===== src/rtl/replace_order_decoder_q_if.sv =====
// Handshake and decoded-field bundle between the payload framer, the Replace Order decoder
// and the order-book update stage.
interface replace_order_decoder_q_if #(
  parameter int unsigned PAYLOAD_W = 512
);
  logic                 in_valid;
  logic                 in_ready;
  logic [PAYLOAD_W-1:0] payload;
  logic [7:0]           in_len;
  logic                 out_valid;
  logic                 out_ready;
  logic [63:0]          out_orig_ref;
  logic [63:0]          out_new_ref;
  logic [31:0]          out_shares;
  logic [31:0]          out_price;
  logic [15:0]          out_stock_locate;
  logic [47:0]          out_timestamp;

  modport master (
    output in_valid, payload, in_len, out_ready,
    input  in_ready, out_valid, out_orig_ref, out_new_ref, out_shares, out_price,
           out_stock_locate, out_timestamp
  );

  modport slave (
    input  in_valid, payload, in_len, out_ready,
    output in_ready, out_valid, out_orig_ref, out_new_ref, out_shares, out_price,
           out_stock_locate, out_timestamp
  );
endinterface


===== src/rtl/replace_order_decoder_q.sv =====
// ITCH Replace Order ('U') decoder with length check and a show-ahead FIFO of decoded orders
// behind a valid/ready output.
module replace_order_decoder_q #(
  parameter int unsigned PAYLOAD_W   = 512,
  parameter int unsigned FIFO_DEPTH  = 4,
  parameter bit          FULL_LAYOUT = 1'b1
) (
  input  logic                    clk_i,
  input  logic                    rst_i,
  replace_order_decoder_q_if.slave bus_if,
  output logic                    replace_order_decoded_o,
  output logic [15:0]             err_count_o,
  output logic [31:0]             msg_count_o
);

  localparam int unsigned PtrW     = (FIFO_DEPTH > 1) ? $clog2(FIFO_DEPTH) : 1;
  localparam int unsigned CntW     = PtrW + 1;
  localparam logic [CntW-1:0] DepthCnt = CntW'(FIFO_DEPTH);
  localparam int unsigned ReqLen   = FULL_LAYOUT ? 35 : 25;
  localparam int unsigned OrigOff  = FULL_LAYOUT ? 11 : 1;
  localparam int unsigned NewOff   = FULL_LAYOUT ? 19 : 9;
  localparam int unsigned ShrOff   = FULL_LAYOUT ? 27 : 17;
  localparam int unsigned PrcOff   = FULL_LAYOUT ? 31 : 21;
  localparam int unsigned Top      = PAYLOAD_W - 1;

  typedef struct packed {
    logic [63:0] orig_ref;
    logic [63:0] new_ref;
    logic [31:0] shares;
    logic [31:0] price;
    logic [15:0] stock_locate;
    logic [47:0] timestamp;
  } entry_t;

  entry_t          mem_q [FIFO_DEPTH];
  entry_t          entry_in;
  logic [PtrW-1:0] rd_ptr_q, rd_ptr_d;
  logic [PtrW-1:0] wr_ptr_q, wr_ptr_d;
  logic [CntW-1:0] count_q, count_d;
  logic            decoded_q, decoded_d;
  logic [15:0]     err_count_q, err_count_d;
  logic [31:0]     msg_count_q, msg_count_d;

  logic [7:0] msg_type;
  logic       is_u, len_ok, accept, push, len_err, pop;
  logic       in_ready, out_valid;
  logic       unused_payload;

  // Only a subset of payload bytes is decoded; the rest is intentionally ignored.
  assign unused_payload = ^bus_if.payload;

  // Big-endian multi-byte fields occupy contiguous MSB-first bit ranges.
  always_comb begin
    entry_in              = '0;
    entry_in.orig_ref     = bus_if.payload[Top - 8*OrigOff -: 64];
    entry_in.new_ref      = bus_if.payload[Top - 8*NewOff -: 64];
    entry_in.shares       = bus_if.payload[Top - 8*ShrOff -: 32];
    entry_in.price        = bus_if.payload[Top - 8*PrcOff -: 32];
    if (FULL_LAYOUT) begin
      entry_in.stock_locate = bus_if.payload[Top - 8 -: 16];
      entry_in.timestamp    = bus_if.payload[Top - 40 -: 48];
    end
  end

  assign msg_type  = bus_if.payload[Top -: 8];
  assign is_u      = (msg_type == 8'h55);
  assign len_ok    = (bus_if.in_len >= 8'(ReqLen));
  assign in_ready  = (count_q != DepthCnt);
  assign out_valid = (count_q != '0);
  assign accept    = bus_if.in_valid & in_ready;
  assign push      = accept & is_u & len_ok;
  assign len_err   = accept & is_u & ~len_ok;
  assign pop       = out_valid & bus_if.out_ready;

  always_comb begin
    rd_ptr_d    = rd_ptr_q;
    wr_ptr_d    = wr_ptr_q;
    count_d     = count_q;
    decoded_d   = push;
    err_count_d = err_count_q;
    msg_count_d = msg_count_q;
    if (push) begin
      wr_ptr_d    = wr_ptr_q + PtrW'(1);
      msg_count_d = msg_count_q + 32'd1;
    end
    if (pop) begin
      rd_ptr_d = rd_ptr_q + PtrW'(1);
    end
    unique case ({push, pop})
      2'b10:   count_d = count_q + CntW'(1);
      2'b01:   count_d = count_q - CntW'(1);
      default: count_d = count_q;
    endcase
    if (len_err && (err_count_q != 16'hFFFF)) begin
      err_count_d = err_count_q + 16'd1;
    end
  end

  always_ff @(posedge clk_i) begin
    if (rst_i) begin
      rd_ptr_q    <= '0;
      wr_ptr_q    <= '0;
      count_q     <= '0;
      decoded_q   <= 1'b0;
      err_count_q <= '0;
      msg_count_q <= '0;
      for (int unsigned i = 0; i < FIFO_DEPTH; i++) begin
        mem_q[i] <= '0;
      end
    end else begin
      rd_ptr_q    <= rd_ptr_d;
      wr_ptr_q    <= wr_ptr_d;
      count_q     <= count_d;
      decoded_q   <= decoded_d;
      err_count_q <= err_count_d;
      msg_count_q <= msg_count_d;
      if (push) begin
        mem_q[wr_ptr_q] <= entry_in;
      end
    end
  end

  assign bus_if.in_ready         = in_ready;
  assign bus_if.out_valid        = out_valid;
  assign bus_if.out_orig_ref     = mem_q[rd_ptr_q].orig_ref;
  assign bus_if.out_new_ref      = mem_q[rd_ptr_q].new_ref;
  assign bus_if.out_shares       = mem_q[rd_ptr_q].shares;
  assign bus_if.out_price        = mem_q[rd_ptr_q].price;
  assign bus_if.out_stock_locate = mem_q[rd_ptr_q].stock_locate;
  assign bus_if.out_timestamp    = mem_q[rd_ptr_q].timestamp;

  assign replace_order_decoded_o = decoded_q;
  assign err_count_o             = err_count_q;
  assign msg_count_o             = msg_count_q;

endmodule

===== src/flat_wrapper.sv =====
// flat-port wrapper written by rule: the top's interface ports become plain ports
module replace_order_decoder_q_flat 
#(
  parameter int unsigned PAYLOAD_W   = 512,
  parameter int unsigned FIFO_DEPTH  = 4,
  parameter bit          FULL_LAYOUT = 1'b1
)
  (clk_i, rst_i, replace_order_decoded_o, err_count_o, msg_count_o, bus_if_in_valid, bus_if_payload, bus_if_in_len, bus_if_out_ready, bus_if_in_ready, bus_if_out_valid, bus_if_out_orig_ref, bus_if_out_new_ref, bus_if_out_shares, bus_if_out_price, bus_if_out_stock_locate, bus_if_out_timestamp);
  replace_order_decoder_q_if #(.PAYLOAD_W(PAYLOAD_W)) bus_if_i ();
  input  logic clk_i;
  input  logic rst_i;
  output logic replace_order_decoded_o;
  output logic [15:0] err_count_o;
  output logic [31:0] msg_count_o;
  input wire logic [$bits(bus_if_i.in_valid)-1:0] bus_if_in_valid;
  input wire logic [$bits(bus_if_i.payload)-1:0] bus_if_payload;
  input wire logic [$bits(bus_if_i.in_len)-1:0] bus_if_in_len;
  input wire logic [$bits(bus_if_i.out_ready)-1:0] bus_if_out_ready;
  output wire logic [$bits(bus_if_i.in_ready)-1:0] bus_if_in_ready;
  output wire logic [$bits(bus_if_i.out_valid)-1:0] bus_if_out_valid;
  output wire logic [$bits(bus_if_i.out_orig_ref)-1:0] bus_if_out_orig_ref;
  output wire logic [$bits(bus_if_i.out_new_ref)-1:0] bus_if_out_new_ref;
  output wire logic [$bits(bus_if_i.out_shares)-1:0] bus_if_out_shares;
  output wire logic [$bits(bus_if_i.out_price)-1:0] bus_if_out_price;
  output wire logic [$bits(bus_if_i.out_stock_locate)-1:0] bus_if_out_stock_locate;
  output wire logic [$bits(bus_if_i.out_timestamp)-1:0] bus_if_out_timestamp;
  assign bus_if_i.in_valid = bus_if_in_valid;
  assign bus_if_i.payload = bus_if_payload;
  assign bus_if_i.in_len = bus_if_in_len;
  assign bus_if_i.out_ready = bus_if_out_ready;
  assign bus_if_in_ready = bus_if_i.in_ready;
  assign bus_if_out_valid = bus_if_i.out_valid;
  assign bus_if_out_orig_ref = bus_if_i.out_orig_ref;
  assign bus_if_out_new_ref = bus_if_i.out_new_ref;
  assign bus_if_out_shares = bus_if_i.out_shares;
  assign bus_if_out_price = bus_if_i.out_price;
  assign bus_if_out_stock_locate = bus_if_i.out_stock_locate;
  assign bus_if_out_timestamp = bus_if_i.out_timestamp;
  replace_order_decoder_q #(.PAYLOAD_W(PAYLOAD_W), .FIFO_DEPTH(FIFO_DEPTH), .FULL_LAYOUT(FULL_LAYOUT)) u_core (.clk_i(clk_i), .rst_i(rst_i), .bus_if(bus_if_i), .replace_order_decoded_o(replace_order_decoded_o), .err_count_o(err_count_o), .msg_count_o(msg_count_o));
endmodule

===== config.mk =====
export PLATFORM = sky130hd
export DESIGN_NAME = replace_order_decoder_q_flat
export DESIGN_NICKNAME = d
export VERILOG_FILES = /design/src/rtl/replace_order_decoder_q_if.sv /design/src/rtl/replace_order_decoder_q.sv /design/src/flat_wrapper.sv
export SDC_FILE = /design/constraint.sdc
export NUM_CORES = 1
export LEC_CHECK = 0
export BUFFER_PORTS_ARGS = -buffer_cell sky130_fd_sc_hd__clkbuf_2
export CORE_MARGIN = 2
export CORE_UTILIZATION = 45
export CTS_BUF_LIST = sky130_fd_sc_hd__clkbuf_4 sky130_fd_sc_hd__clkbuf_8 sky130_fd_sc_hd__clkbuf_16
export DETAILED_ROUTE_END_ITERATION = 7
export GPL_ROUTABILITY_DRIVEN = 1
export PLACE_DENSITY_LB_ADDON = 0.25
export SLEW_MARGIN = 15
export SYNTH_ARGS = -nofsm -noshare
export SYNTH_HDL_FRONTEND = slang
export SYNTH_SLANG_ARGS = --single-unit

===== constraint.sdc =====
create_clock -name clk_i -period 18 [get_ports clk_i]
set_input_delay 0.9 -clock clk_i [delete_from_list [all_inputs] [get_ports clk_i]]
set_output_delay 0.9 -clock clk_i [all_outputs]
set_load 0.005 [all_outputs]

## After elaboration in Yosys (flattened, before gate mapping)

Memories as Yosys holds them, arrays and structs flattened. A register that Yosys moved wholly into a read port is not among the register bits.
Cells that the tools add are included.
Widths: inputs -> output; s select.

- Memory bits (writable): 1024
- Register bits after elaboration: 56
- Memories kept: 1

- Muxes and demuxes: 11
- $lt $le $gt $ge: 1
- Bitwise operators: 6
- Reduce and logical (&&, ||, !) cells: 4
- Eq/ne operators: 5
- $add $sub $neg: 6

Memories:

| memory | depth | width | rd ports | clocked after memory_dff | write ports | RTL line | source |
|---|---|---|---|---|---|---|---|
| u_core.mem_q | 4 | 256 | 1 | 1 | 4 | replace_order_decoder_q.sv:35 | `entry_t mem_q [FIFO_DEPTH];` |

Operators with widths:

| kind | count |
|---|---|
| $mux 256 | 1 |
| $reduce_or 256->1 | 1 |
| $add 32x1->32 const B | 1 |
| $add 16x1->16 const B | 1 |
| $ne 16x16->1 const B | 1 |
| $eq 8x7->1 const B | 1 |
| $ge 8x6->1 const B | 1 |
| $mux 1 | 6 |
| $mux 2 | 3 |
| $pmux 3 s2 | 1 |
| $and 1x1->1 | 5 |
| $add 2x1->2 const B | 2 |
| $add 3x1->3 const B | 1 |
| $ne 3x3->1 const B | 1 |
| $reduce_bool 3->1 | 1 |
| $sub 3x1->3 const B | 1 |
| $eq 2x1->1 const B | 1 |
| $eq 2x2->1 const B | 1 |
| $reduce_bool 2->1 | 1 |
| $logic_and 1x1->1 | 1 |
| $not 1->1 | 1 |

## Longest topological paths before layout

Gate-level depths: netlist of the first run.

- Depth in word-level cells: 9
- Depth in mapped cells: 10
- Gate-level depth less buffers: 9

## Worst setup path before layout of the first run

OpenSTA, ideal clock, no wires.

- Path type: in2reg
- From: input bus_if_payload[509]
- To: memory u_core.mem_q[2][0] in the netlist's numbering, enable pin
- Stages on the path: 5
- Required time: 17.074 ns
- Path slack: 3.537 ns
- Data arrival time: 13.537 ns
- Setup time: 0.926 ns
- Cells stage by stage: and4b_1 > and4_1 > clkbuf_1 > nand2_1 > o21bai_1

RTL lines:

| item | RTL line | source |
|---|---|---|
| start: declaration | flat_wrapper.sv:16 | `input wire logic [$bits(bus_if_i.payload)-1:0] bus_if_payload;` |
| end: declaration | replace_order_decoder_q.sv:35 |  |

==> flow_metrics.py, run 1 <==
metrics = {
    "yosys": {
        "synthArstFlopShare_pct": 0,
        "synth_edf_count": 1024,
        "syn_avg_cell_area_sq_um": 16.49,
        "netlist_area_sq_um": 46410,
        "ys_types": 48,
        "synth_compound_area_share_pct": 0.8977,
        "synth_fp_nets": 3342,
        "synth_mux_area_share_pct": 12.45,
        "synth_top_area_share_pct": 66.25,
        "syn_inst": 2814,
        "synth_simple_gate_area_share_pct": 15.81,
        "netlist_top_cells_area": "edfxtp_1, and2_1, mux4_2",
        "synth-seq-cells": 1082,
        "yosysTopAreaCell": "edfxtp_1",
        "synth_top_family_by_area": "simple AND/OR/NAND/NOR gates",
        "synth_seq_area_share_pct": 68.76,
        "yosysWarnings": 0,
        "synth-xor-area-share_pct": 0.3774,
        "synth_fa_ha_area_share_pct": 0.1240,
        "ys.flop_type": "edfxtp_1",
    },
    "global_routing": {
        "antenna_found_initial": 41,
        "grt_usage_pct": 20.50,
        "grt_pass1_vias": 25860,
        "grt_pass1_wl_mm": 163.3,
        "grt_max_degree": 189,
        "grt_overflow_total": 0,
    },
    "worst_setup_path": {
        "crit_fanout": 46,
        "start_kind": "flip-flop",
        "endpoint_kind": "output port",
        "cp.required_ns": 17.10,
        "cp.arrival_ns": 4.89,
        "path_class": "flip-flop to output port",
    },
    "final_layout": {
        "drive_gt1_share_pct": 30.83,
        "fin_cells": 4839,
        "layout_commonest_cell": "and2_1",
        "design_area_sq_um": 54310,
        "syn2layout_area_growth_pct": 17.03,
        "final_cell_mix": "and2_1, edfxtp_1, clkbuf_2",
        "fin_nets": 3894,
    },
    "pwr": {
        "finalPower_w": 0.005216,
        "total_leakage_power_nw": 20.58,
        "cellPowerDensity_nw_per_um2": 96.03,
        "vdd_ir_drop_max_mv": 0.07625,
    },
    "floorplanning": {
        "core-area_sq_um": 102000,
        "dieArea_sq_um": 105700,
        "start_util_pct": 45.49,
        "pin_count": 831,
        "die_w_um": 325.2,
        "die_y_um": 325.2,
        "num_rows": 117,
    },
    "flow_run": {
        "maxCapViolations": 0,
    },
    "clock_tree": {
        "cts_buffers": 112,
        "cts.repair.resized": 0,
        "cts_setup_buffers": 0,
        "cts_tree": "done",
        "clock_latency_ns": 0.68,
        "path_clk_slew_ns": 0.06,
        "h-tree-depth": 3,
        "cts_sinks": 1082,
        "hold_buffers": 0,
        "clk_root_buffer_cell": "clkbuf_16",
        "clockBufferDepth": 3,
    },
    "outcome": {
        "status": "finished clean",
    },
    "sta": {
        "tightest_slew_ns": 1.105,
        "finalHoldViolCount": 0,
        "final_max_slew_viol_count": 0,
        "timing.final.crit_share_pct": 32.19,
        "rsz0062_at_grt": "false",
        "period_minus_slack_ns": 5.795,
        "final.setup.tns_ns": 0,
        "fmax_mhz": 172.6,
        "slew_headroom_pct": 26.32,
        "clock_skew_ns": 0.02396,
        "final-setup-viol-count": 0,
        "timing.hold.ws_ns": 0.5041,
    },
    "place": {
        "placedInstanceArea_sq_um": 50750,
        "dp_cells": 4620,
        "dpl.hpwl_mm": 64.19,
        "gp_congestion": 0.7878,
        "portBuffers": 582,
    },
    "hold_path": {
        "hold_class": "flip-flop to flip-flop",
    },
    "routing": {
        "vias": 25190,
        "route.detailed.drc": 0,
        "drt-total-wl_mm": 109.7,
        "wl_per_cell_um": 22.67,
        "viasPerCell": 5.205,
        "ant_nets": 0,
        "dr.pass1.iters": 5,
        "drtIter0Drc": 1765,
    },
}
==> state kept, by name, indices dropped and copies added (netlist names), named ones only <==
register                        cells
u_core.err_count_o                 16
u_core.rd_ptr_q                     2
u_core.count_q                      3
u_core.mem_q                     1024
u_core.replace_order_decoded_o      1
u_core.msg_count_o                 32
u_core.wr_ptr_q                     2
==> final cells by class <==
type / count / area, sq um
diodes: 20 / 50.05
clock inverters: 58 / 400.4
fillers: 8331 / 47720
repair buffers: 620 / 3256
inverters: 10 / 42.54
well taps: 1368 / 1712
clock buffers: 141 / 3114
multi-input cells: 1540 / 13820
flip-flops and latches: 1082 / 31920
==> Yosys cell counts (2+ instances only) <==
master    count
nand2b_1      4
buf_1        35
nand2_1      20
and4b_1       2
or3_1        22
and4_1        4
nor4b_1       2
or4_1         7
nor2b_1       2
xnor2_1       8
o21ai_0      21
inv_1        10
nor4_1        6
nor2_1       31
o31ai_1       4
nand3_1      23
nand4_1      12
and2_1     1029
clkbuf_1    135
a31o_2        3
a21oi_1      33
a21o_1        2
or2_2         2
and3_1        6
o21bai_1      2
xor2_1       12
dfxtp_1      58
or4b_2        2
nor3_1        7
ha_1          3
buf_2        12
edfxtp_1   1024
mux4_2      256
==> metrics by stage <==
| step | util [%] | setup WS (ns) |
|---|---|---|
| 2_1_floorplan | - | 3.537 |
| 6_report | 53.23 | 12.21 |
| 5_1_grt | 53.21 | 11.63 |
| 4_1_cts | 53.18 | 11.86 |
| 3_3_place_gp | 49.71 | 12.03 |
| 3_5_place_dp | 49.74 | 12.47 |
==> kinds of logic after synthesis <==
kind of cell,Yosys count
mux,257
xor+xnor,20
flops,1082
simple gates,1188
buf+inv,192
fa+ha+maj,4
compound gates,71
==> critical path, stage by stage, from the launching register on <==
cell and delay (ns):
dfxtp_4 0.96, buf_4 0.86, buf_4 0.78, buf_4 0.75
mux4_2 0.61, clkbuf_2 0.15
==> layer usage <==
metal / track usage (%) / routed length [um] / vias up
met3: 7.281 / 9489 / 190
met2: 33.05 / 53710 / 720
met4: 6.653 / 2718 / 44
met5: 0 / 278 / -
met1: 25.91 / 43510 / 12640
li1: - / - / 11590
==> path summary, 6_finish.rpt <==
kind | startpoint | endpoint | slack, ns | cells past startpoint
max reg2reg | u_core.count_q[2] | u_core.mem_q[2][194] | 13.28 | 7
max | flip-flop | bus_if_out_new_ref[6] | 12.21 | 5
min reg2reg | u_core.msg_count_o[31] | u_core.msg_count_o[31] | 0.50 | 2
min | u_core.msg_count_o[31] | u_core.msg_count_o[31] | 0.50 | 2
==> where the power goes <==
group | leakage [nW] | switching, W | internal [W] | total, W
registers | 11.2 | 0.0000171 | 0.00281 | 0.00283
clock network | 1.75 | 0.000937 | 0.00128 | 0.00222
logic | 7.59 | 0.000104 | 0.0000596 | 0.000163
(Power assumes the default switching activity.)
==> run 2, diff against run 1 <==
==> constraint.sdc (replaced) <==
create_clock -name clk_i -period 5.7 [get_ports clk_i]
set_input_delay 0.285 -clock clk_i [delete_from_list [all_inputs] [get_ports clk_i]]
set_output_delay 0.285 -clock clk_i [all_outputs]
set_load 0.005 [all_outputs]
==> run 2 against run 1 <==
  * Die area unchanged
  * Clock power increased to 3.3 times the previous value
  * Worst setup slack got worse by 9.9 ns
  * Worst hold slack got worse by 0.41 ns
  * Utilization increased by 3.0 points
  * Cell area increased by 5.6%
  * Register-to-register slack got worse by 11 ns
  * Count of clock-buffer cells in the layout increased by 9
  * Combinational power increased to 4.2 times the previous value
  * Flip-flop and latch count unchanged
  * Non-clock buffer count increased by 262
  * Largest power group unchanged
==> flow_metrics.py, run 2 (synthesis results as in run 1) <==
metrics = {
    "outcome": {
        "status": "finished clean",
    },
    "floorplanning": {
        "num_rows": 117,
        "die_w_um": 325.2,
        "die_y_um": 325.2,
        "pin_count": 831,
        "start_util_pct": 45.49,
        "dieArea_sq_um": 105700,
        "core-area_sq_um": 102000,
    },
    "global_routing": {
        "grt_overflow_total": 0,
        "grt_pass1_vias": 27570,
        "grt_pass1_wl_mm": 170.7,
        "antenna_found_initial": 28,
        "grt_max_degree": 135,
        "grt_usage_pct": 21.18,
    },
    "place": {
        "placedInstanceArea_sq_um": 51000,
        "gp_congestion": 0.7686,
        "portBuffers": 582,
        "dpl.hpwl_mm": 65.06,
        "pre_cts_ws_ns": 2.100,
    },
    "routing": {
        "wl_per_cell_um": 22.04,
        "ant_nets": 0,
        "viasPerCell": 5.182,
        "drtIter0Drc": 2125,
        "drt-total-wl_mm": 112.8,
        "vias": 26510,
        "dr.pass1.iters": 5,
        "route.detailed.drc": 0,
    },
    "sta": {
        "final-setup-viol-count": 0,
        "rsz0062_at_grt": "false",
        "final_max_slew_viol_count": 0,
        "worst_slack_ns": 2.265,
        "fmax_mhz": 291.1,
        "tightest_slew_ns": 1.048,
        "finalHoldViolCount": 0,
        "slew_headroom_pct": 30.16,
        "timing.final.crit_share_pct": 60.27,
        "clock_skew_ns": 0.05055,
        "period_minus_slack_ns": 3.435,
        "final.setup.tns_ns": 0,
    },
    "final_layout": {
        "final_util_pct": 56.24,
        "design_area_sq_um": 57380,
        "largest_reg_flops": 1024,
        "fillCellCount": 8115,
        "top_register": "u_core.mem_q",
        "fin_nets": 4159,
        "drive_gt1_share_pct": 29.07,
        "layout_commonest_cell": "and2_1",
        "final_cell_mix": "and2_1, edfxtp_1, clkbuf_2",
        "syn2layout_area_growth_pct": 23.64,
    },
    "clock_tree": {
        "cts.repair.resized": 0,
        "cts_sinks": 1082,
        "clock_latency_ns": 0.70,
        "cts_tree": "done",
        "clk_root_buffer_cell": "clkbuf_16",
        "clockBufferDepth": 3,
        "cts_buffers": 115,
        "path_clk_slew_ns": 0.06,
        "h-tree-depth": 3,
    },
    "worst_setup_path": {
        "start_kind": "flip-flop",
        "crit_fanout": 132,
        "cp.arrival_ns": 3.97,
        "cp.required_ns": 6.24,
        "endpoint_kind": "flip-flop",
        "path_class": "flip-flop to flip-flop",
    },
    "pwr": {
        "comb_power_share_pct": 4.1,
        "clkPwrFrac_pct": 43.5,
        "p_int_w": 0.01351,
        "p_seq_share_pct": 52.5,
        "cellPowerDensity_nw_per_um2": 297.0,
        "p_switching_w": 0.003530,
        "vdd_ir_drop_max_mv": 0.2335,
        "total_leakage_power_nw": 21.87,
        "p_sw_share_pct": 20.72,
    },
    "flow_run": {
        "maxCapViolations": 0,
    },
    "hold_path": {
        "hold_class": "input pin to flip-flop",
    },
}
==> run 2: power by group through the flow <==
stage                     Combinational [W]  Clock, W  Sequential (W)
after global routing               0.000745   0.00786         0.00896
after floorplan                    0.000210         0         0.00912
after global placement             0.000539         0         0.00910
final                              0.000692   0.00741         0.00894
after detailed placement           0.000542         0         0.00911
after CTS                          0.000706   0.00756         0.00894
==> run 2: repair_timing <==
action                     CTS  global route
buffers inserted             0             0
hold endpoints to repair  1024             0
hold buffers               256             0
==> run 2: per-stage QoR <==
stage / hold WS [ns] / cells / total power [W]
2_1_floorplan: 0.4622 / 2814 / 0.009334
3_3_place_gp: 0.4764 / 4626 / 0.009636
3_5_place_dp: 0.4972 / 4626 / 0.009649
4_1_cts: 0.04804 / 5100 / 0.01720
5_1_grt: 0.1334 / 5111 / 0.01756
6_report: 0.09748 / 5116 / 0.01704
==> run 2: layout make-up <==
type | instances | area (sq um) | share of cell area, %
clock buffers | 150 | 3201 | 5.578
repair buffers | 882 | 6068 | 10.58
well taps | 1368 | 1712 | 2.983
flip-flops and latches | 1082 | 31920 | 55.62
clock inverters | 68 | 579.3 | 1.010
multi-input cells | 1540 | 13820 | 24.09
inverters | 10 | 42.54 | 0.07414
diodes | 16 | 40.04 | 0.06977
==> run 2: critical path, stage by stage (launching register included) <==
cell	delay [ns]
dfxtp_1	0.37
or3b_2	0.19
nand4_1	0.09
buf_4	0.20
or3_1	0.51
nor3_4	0.19
buf_4	0.72
buf_12	0.50
and2_1	0.22
==> run 2: path summary, 6_finish.rpt <==
path,slack [ns],end,cells past startpoint,startpoint
setup / recovery,2.26,u_core.mem_q[0][195],8,u_core.count_q[0]
hold / removal,0.1,u_core.rd_ptr_q[0],4,bus_if_out_ready
setup reg to reg,2.26,u_core.mem_q[0][195],8,u_core.count_q[0]
hold reg to reg,0.50,u_core.msg_count_o[31],2,u_core.msg_count_o[31]
==> run 2: routing by layer <==
metal	global-route usage, %	vias to the layer above	wire length [um]
li1	-	12140	-
met1	28.41	13380	46950
met2	34.89	792	55660
met3	4.726	171	7425
met4	5.938	28	2555
met5	0	-	184
